--- config.mk ---
export PLATFORM = sky130hd
export DESIGN_NAME = int_ctrl
export DESIGN_NICKNAME = d
export VERILOG_FILES = /design/src/rtl/int_ctrl.sv
export SDC_FILE = /design/constraint.sdc
export NUM_CORES = 1
export LEC_CHECK = 0
export ABC_CLOCK_PERIOD_IN_PS = 1660
export BUFFER_PORTS_ARGS = -buffer_cell sky130_fd_sc_hd__buf_2
export CORE_ASPECT_RATIO = 2
export CORE_MARGIN = 2
export CORE_UTILIZATION = 39
export DETAILED_ROUTE_END_ITERATION = 12
export GPL_TIMING_DRIVEN = 0
export MAX_ROUTING_LAYER = met4
export PLACE_DENSITY = 0.74
export REMOVE_ABC_BUFFERS = 1
export SLEW_MARGIN = 20
export SYNTH_ARGS = -nofsm -noshare
export SYNTH_HDL_FRONTEND = slang
export SYNTH_SLANG_ARGS = --single-unit
--- constraint.sdc ---
create_clock -name clk -period 1.66 [get_ports clk]
set_input_delay 0.415 -clock clk [delete_from_list [all_inputs] [get_ports clk]]
set_output_delay 0.415 -clock clk [all_outputs]
set_load 0.05 [all_outputs]
--- src/rtl/int_ctrl.sv ---
// int_ctrl: interrupt entry/return sequencer (flush, snapshot, redirect, restore).
// Optional `INT_PENDING_LATCH_EN: remember requests seen outside IDLE and replay them.
module int_ctrl #(
  parameter logic [31:0] HANDLER_ADDR = 32'h0600_F000,
  parameter int          FLUSH_CYCLES = 3
) (
  input  logic        clk,
  input  logic        rst_n,
  input  logic        int_req,
  input  logic [31:0] instr,
  input  logic        instr_valid,
  input  logic [31:0] LR,
  input  logic [1:0]  FL,
  input  logic [31:0] resume_PC,
  output logic        flush,
  output logic        pc_redirect,
  output logic [31:0] redirect_PC,
  output logic        restore,
  output logic [31:0] LR_before_int,
  output logic [1:0]  FL_before_int,
  output logic        int_active,
  output logic        int_ack
);
  localparam int CW = $clog2(FLUSH_CYCLES + 1);
  typedef enum logic [2:0] {IDLE, FLUSH, DISPATCH, ACTIVE, RESTORE} state_t;
  state_t state, state_nxt;
  logic [CW-1:0] cnt;
  logic [31:0] saved_pc;
  logic go, rin, unused_bits;
  assign unused_bits = ^instr[26:0];
  assign rin = instr_valid && instr[31:27] == 5'b11111;
`ifdef INT_PENDING_LATCH_EN
  logic pending;
  always_ff @(posedge clk)
    if (!rst_n) pending <= 1'b0;
    else if (state != IDLE && int_req) pending <= 1'b1;
    else if (state == IDLE) pending <= 1'b0;
  assign go = int_req || pending;
`else
  assign go = int_req;
`endif
  always_ff @(posedge clk)
    if (!rst_n) state <= IDLE;
    else state <= state_nxt;
  always_comb
    state_nxt = state == IDLE     ? (go ? FLUSH : IDLE) :
                state == FLUSH    ? (cnt <= CW'(1) ? DISPATCH : FLUSH) :
                state == DISPATCH ? ACTIVE :
                state == ACTIVE   ? (rin ? RESTORE : ACTIVE) : IDLE;
  // Counter and snapshot load together on acceptance; snapshots hold until the next one.
  always_ff @(posedge clk)
    if (!rst_n) begin
      cnt           <= '0;
      saved_pc      <= '0;
      LR_before_int <= '0;
      FL_before_int <= '0;
    end else if (state == IDLE && go) begin
      cnt           <= CW'(FLUSH_CYCLES);
      saved_pc      <= resume_PC;
      LR_before_int <= LR;
      FL_before_int <= FL;
    end else if (state == FLUSH && cnt != '0) begin
      cnt <= cnt - 1'b1;
    end
  always_comb begin
    flush       = state == FLUSH || state == DISPATCH || state == RESTORE;
    pc_redirect = state == DISPATCH || state == RESTORE;
    redirect_PC = state == DISPATCH ? HANDLER_ADDR : state == RESTORE ? saved_pc : 32'h0;
    restore     = state == RESTORE;
    int_active  = state == ACTIVE || state == RESTORE;
    int_ack     = state == FLUSH && cnt == CW'(FLUSH_CYCLES);
  end
endmodule

Yosys cells after proc, flatten, opt, wreduce, memory -nomap -nowiden. Index checks and enable logic that the tools add are counted.

Mux-type cells: 11. $add $sub $neg: 1. Order comparisons: 1. Equal/unequal tests: 6. Reductions and logical operators: 11.

Operators with widths (number): 2-to-1 mux 32 bit (2); 2-to-1 mux 3 bit (5); == test 3 x 2 -> 1 bit (second input constant) (2); 2-to-1 mux 2 bit (3); == test 5 bit (second input constant) (1); logical AND 1 bit (4); logical OR 1 bit (4); nonzero test 2 bit (2); == test 3 x 1 -> 1 bit (second input constant) (1); == test 3 bit (second input constant) (1); zero test 3 bit (1); == test 2 bit (second input constant) (1); <= comparator 2 x 1 -> 1 bit (second input constant) (1); subtractor 2 x 1 -> 2 bit (second input constant) (1); 2-to-1 mux 1 bit (1).

Output and inout port bits: 71. Word-level logic and storage cells: 35. Input bits: 102. Flip-flop bits (word level): 71.

Logic depth before layout (Yosys ltp).
Word-level depth: 7. Gate-level depth with buffers: 7. Depth with buffers taken out: 5.

Least setup slack after synthesis. OpenSTA, ideal clock, no wires.

Path type: reg2out. Start point: reg state[1]. End point: out flush. Arrival time: 2.022 ns. Slack: -0.777 ns. Cell stages (with the launch flop): 6. Path buffers: 2. Path through: dfxtp_1 -> buf_2 -> nand2b_1 -> clkbuf_1 -> a21oi_1 -> nand2b_1.

Cells in the longest elaborated chain, start to end: 3. Elaborated cells between the ends (all ways): 5. Those cells by class: eq/ne (3); reduce/logical (2).

RTL lines: start: declaration (line 26) `state_t state, state_nxt;`; start signal: assignment (line 44) `else state <= state_nxt;`; == test 3 x 1 -> 1 bit or == test 3 x 2 -> 1 bit (tied branches) (line 66) `flush = state == FLUSH || state == DISPATCH || state == RESTORE;`; logical OR 1 bit (line 66); logical OR 1 bit * (line 66); end: declaration (line 15) `output logic flush,`.

Every way passes the cells marked *; elsewhere a longest branch is shown, timed or not.

Worst setup path after layout.
Start point: reg state[1]. End point: out redirect_PC[26].

Cells in the longest elaborated chain, start to end: 3. Elaborated cells between the ends (all ways): 4. Those cells by class: eq/ne (2); mux (2).

RTL lines: == test 3 bit (line 68) `redirect_PC = state == DISPATCH ? HANDLER_ADDR : state == RESTORE ? saved_pc : 32'h0;`; 2-to-1 mux 32 bit (line 68); 2-to-1 mux 32 bit * (line 68); end: declaration (line 17) `output logic [31:0] redirect_PC,`.

Marked as above.

==> PnR_summary.wiki <==
{| class="wikitable"
! Metric !! Value
|-
| Clk_lat worst skew || 0.33 ns
|-
| Power share of the clock group || 0.419
|-
| Mean area per synthesized cell || 7.718 sq um
|-
| Synthesized-area fraction occupied by adder cells || 0.01322
|-
| Capturing element type of the critical path || output port
|-
| Clock transition at the registers of the reported paths || 0.06 ns
|-
| Worst path required time || 1.24 ns
|-
| # diodes || 0
|-
| Share of post-route cells with drive strength above 1 || 0.4330
|-
| Number of cells produced by synthesis || 368
|-
| Width of the chip || 64.35 um
|-
| Class of the worst hold path || primary input to flip-flop
|-
| Final critical-path required period || 1.901 ns
|-
| Yosys cell types || 27
|-
| Most common flop cell mapped by yosys || sky130_fd_sc_hd__dfxtp_1
|-
| Top-level port count || 173
|-
| Count of synthesis-stage warnings from yosys || 0
|-
| Outcome || complete, but fails checks
|-
| Max Freq || 0.5260 GHz
|-
| Post-synth ARST share || 0
|-
| Most common cell in the netlist || sky130_fd_sc_hd__nand2_1
|-
| Final setup viols || 103
|-
| Post-route fraction of the period consumed by the critical path || 1.145
|-
| Static leakage power || 2.062 nW
|-
| Maximum number of pins on one net before global-route repair || 71
|-
| Rows || 44
|-
| Sequential area share after synthesis || 0.5004
|-
| Flop pwr share || 0.356
|-
| Fraction of power spent switching nets || 0.2917
|-
| Violated checks || setup timing
|-
| Number of nets in the layout || 622
|-
| Mean number of vias per cell || 4.891
|-
| Routed wire length || 8430 um
|-
| Critical path arrival || 1.49 ns
|-
| Area share of xor/xnor cells in the synthesized design || 0.003084
|-
| GRT Residual Overflow || 0
|-
| Number of cells on the worst hold path || 3
|-
| Count of placed standard cells including taps || 581
|-
| Actual slew at the worst max-slew pin || 0.7235 ns
|-
| Synth Area in Compound Gates || 0.1441
|-
| Quantity of I/O buffers inserted on ports || 145
|-
| Height of the die || 124.7 um
|-
| Fraction of power consumed by combinational cells || 0.224
|-
| Estimated wirelength of the detail-placed design || 4783 um
|-
| Reg-to-Reg Start || state[0]$_SDFF_PN0_
|-
| Initial antenna violation count || 0
|-
| Largest family of logic cells by synthesized area || simple AND/OR/NAND/NOR gates
|-
| Worst Hold Path EP || FL_before_int[0]$_SDFFE_PN0P_
|-
| Critical path fanouts, max || 6
|-
| Total of flip-flops plus latches after synthesis || 71
|-
| Sum of internal, switching and leakage power || 5.513 mW
|-
| Buffer cell driving the clock tree root || sky130_fd_sc_hd__clkbuf_16
|-
| Unrepaired setup endpoints after global routing || true
|-
| Startpoint-to-endpoint class of the critical path || flip-flop to output port
|-
| Cells taking the most area after synthesis || sky130_fd_sc_hd__dfxtp_1 50%, sky130_fd_sc_hd__nand2_1 18%, sky130_fd_sc_hd__a21oi_1 13%
|-
| Fill cell instance count of the final layout || 601
|-
| Buffers from clock root to sink, at most || 2
|-
| Number of enable-type register cells in the synthesized netlist || 0
|-
| Via count of the first global-routing pass || 2883
|-
| Most area-hungry cell type in the Yosys netlist || sky130_fd_sc_hd__dfxtp_1
|-
| Peak ir drop on the vdd network || 768.1 uV
|-
| TritonCTS clock tree || built
|-
| Global-route wire length before repair || 13100 um
|-
| Initial core utilization || 0.3969
|-
| Number of nets with antenna violations after routing || 0
|-
| HP Start || FL[0]
|-
| Detailed router's first-iteration violation count || 207
|-
| Internal || 3.905 mW
|-
| Detailed Routing Iterations Pass 1 || 5
|-
| CTS buffer count || 9
|-
| Number of cells in the finished layout apart from fillers || 614
|-
| Post-synth top area share || 0.5004
|-
| Reported net switching power || 1.608 mW
|-
| Total count of hold-check failures in the final report || 0
|-
| Capture point of the worst reg-to-reg path || saved_pc[8]$_SDFFE_PN0P_
|-
| Worst Slack Setup Final || -0.2411 ns
|-
| Final Max Tran Viols || 0
|-
| Number of sinks on the clock net || 71
|-
| Number of hold-repair buffers added at the cts stage || 0
|-
| H-Tree Depth || 3
|-
| Area of the mapped netlist || 2840 sq um
|-
| Power density of the placed cells || 1200 nW/um^2
|-
| Drc violations || 0
|-
| Most frequent cells after synthesis || 139 x sky130_fd_sc_hd__nand2_1, 74 x sky130_fd_sc_hd__a21oi_1, 71 x sky130_fd_sc_hd__dfxtp_1
|-
| Layout area overhead || 61.72%
|-
| Number of cells on the worst reg-to-reg path || 3
|-
| Startpoint types || flip-flop
|-
| Detailed-route via count || 3003
|-
| Std-Cell Core Area || 7157 sq um
|-
| Drt wl/cell || 13.73 um
|-
| Final weighted congestion of routability-driven global placement || 0.7360
|-
| Normalized max-slew margin || 0.5176
|-
| Die Outline Area || 8023 sq um
|-
| Post-Route Skew || 0.003530 ns
|-
| R2R setup slack || -0.08 ns
|-
| Overall track demand over capacity in global routing || 0.2100
|-
| Area fraction in and, or, nand and nor cells after synthesis || 0.2762
|-
| Multiplexer area fraction after synthesis || 0.007048
|-
| Max-cap violations || 0
|}
## sequential cells by signal (all words and copies together) (netlist names)
register,flops
state,3
saved_pc,32
FL_before_int,2
cnt,2
LR_before_int,32
## critical path, stage by stage, from the launching register on
cell and delay, ns:
sky130_fd_sc_hd__dfxtp_4 0.35, sky130_fd_sc_hd__buf_4 0.14, sky130_fd_sc_hd__nor2b_4 0.19, sky130_fd_sc_hd__nand2_1 0.09, sky130_fd_sc_hd__a21oi_1 0.16, sky130_fd_sc_hd__buf_4 0.22
## metrics by stage
step	setup TNS, ns	area (sq um)	worst slack, ns	hold WS [ns]	util
final	-8.591	4593	-0.2411	0.3147	0.6418
after global placement	-270.75	3537	-3.838	0.4374	0.4942
after CTS	-8.732	4424	-0.2420	0.3072	0.6182
after global routing	-16.13	4593	-0.3238	0.3163	0.6418
after detailed placement	-38.17	3603	-0.6169	0.4428	0.5035
after floorplan	-158.87	2696	-1.925	0.4317	-
## logic make-up after synthesis
kind of cell / after synthesis
simple gates: 180
compound gates: 79
flops: 71
buf+inv: 32
fa+ha+maj: 3
mux: 2
xor+xnor: 1
## routing by layer
metal  part of all wire  track usage
met5                  0            -
met3              0.086      0.05601
met4              0.020      0.07134
met1               0.39       0.2497
met2               0.50       0.3401
## power by group through the flow
| stage | logic, mW | clock network (mW) | registers, mW |
|---|---|---|---|
| after floorplan | 0.489 | 0 | 2.22 |
| after global placement | 1.03 | 0 | 1.98 |
| after detailed placement | 1.06 | 0 | 1.99 |
| after CTS | 1.19 | 2.35 | 1.96 |
| after global routing | 1.33 | 2.42 | 1.98 |
| final | 1.24 | 2.31 | 1.96 |
## worst max-delay path by stage
stage                        start                              to  slack (ns)  cells past startpoint
2_1_floorplan  state[0]$_SDFF_PN0_             cnt[1]$_SDFFE_PN0P_       -1.92                      2
3_3_place_gp   state[0]$_SDFF_PN0_  LR_before_int[18]$_SDFFE_PN0P_       -3.84                      3
3_5_place_dp   state[2]$_SDFF_PP0_                  redirect_PC[9]       -0.62                      4
4_1_cts        state[1]$_SDFF_PP0_                 redirect_PC[23]       -0.24                      5
5_1_grt        state[1]$_SDFF_PP0_                 redirect_PC[26]       -0.32                      5
6_report       state[1]$_SDFF_PP0_                 redirect_PC[26]       -0.24                      5
## final cells by class
cell class | instances | area (sq um) | area share
multi-input cells | 268 | 1449 | 0.3154
clock buffers | 10 | 229.0 | 0.04985
flip-flops and latches | 71 | 1433 | 0.3119
well taps | 92 | 115.1 | 0.02506
repair buffers | 163 | 1217 | 0.2651
clock inverters | 6 | 132.6 | 0.02887
inverters | 4 | 17.52 | 0.003814
## timing repair
item,in CTS,in global routing
pin swaps,108,14
endpoints found under the hold margin,0,0
resized for setup,106,45
cloned,3,0
buffers inserted,12,2
endpoints found under the setup margin,105,105
## cell usage in the layout, fill, tap and decap left out, types with 2 or more instances in the layout
cell type / instances
sky130_fd_sc_hd__nand2_1: 136
sky130_fd_sc_hd__buf_2: 108
sky130_fd_sc_hd__a21oi_1: 69
sky130_fd_sc_hd__dfxtp_1: 68
sky130_fd_sc_hd__buf_8: 29
sky130_fd_sc_hd__and2_4: 24
sky130_fd_sc_hd__buf_4: 16
sky130_fd_sc_hd__clkbuf_16: 9
sky130_fd_sc_hd__buf_6: 9
sky130_fd_sc_hd__a21oi_2: 4
sky130_fd_sc_hd__nor2_4: 4
sky130_fd_sc_hd__bufinv_16: 4
sky130_fd_sc_hd__inv_1: 3
sky130_fd_sc_hd__nand2b_4: 3
sky130_fd_sc_hd__nand2_2: 3
sky130_fd_sc_hd__ha_1: 3
sky130_fd_sc_hd__dfxtp_4: 3
sky130_fd_sc_hd__and2_1: 2
sky130_fd_sc_hd__mux2i_1: 2
(Power assumes the default switching activity.)
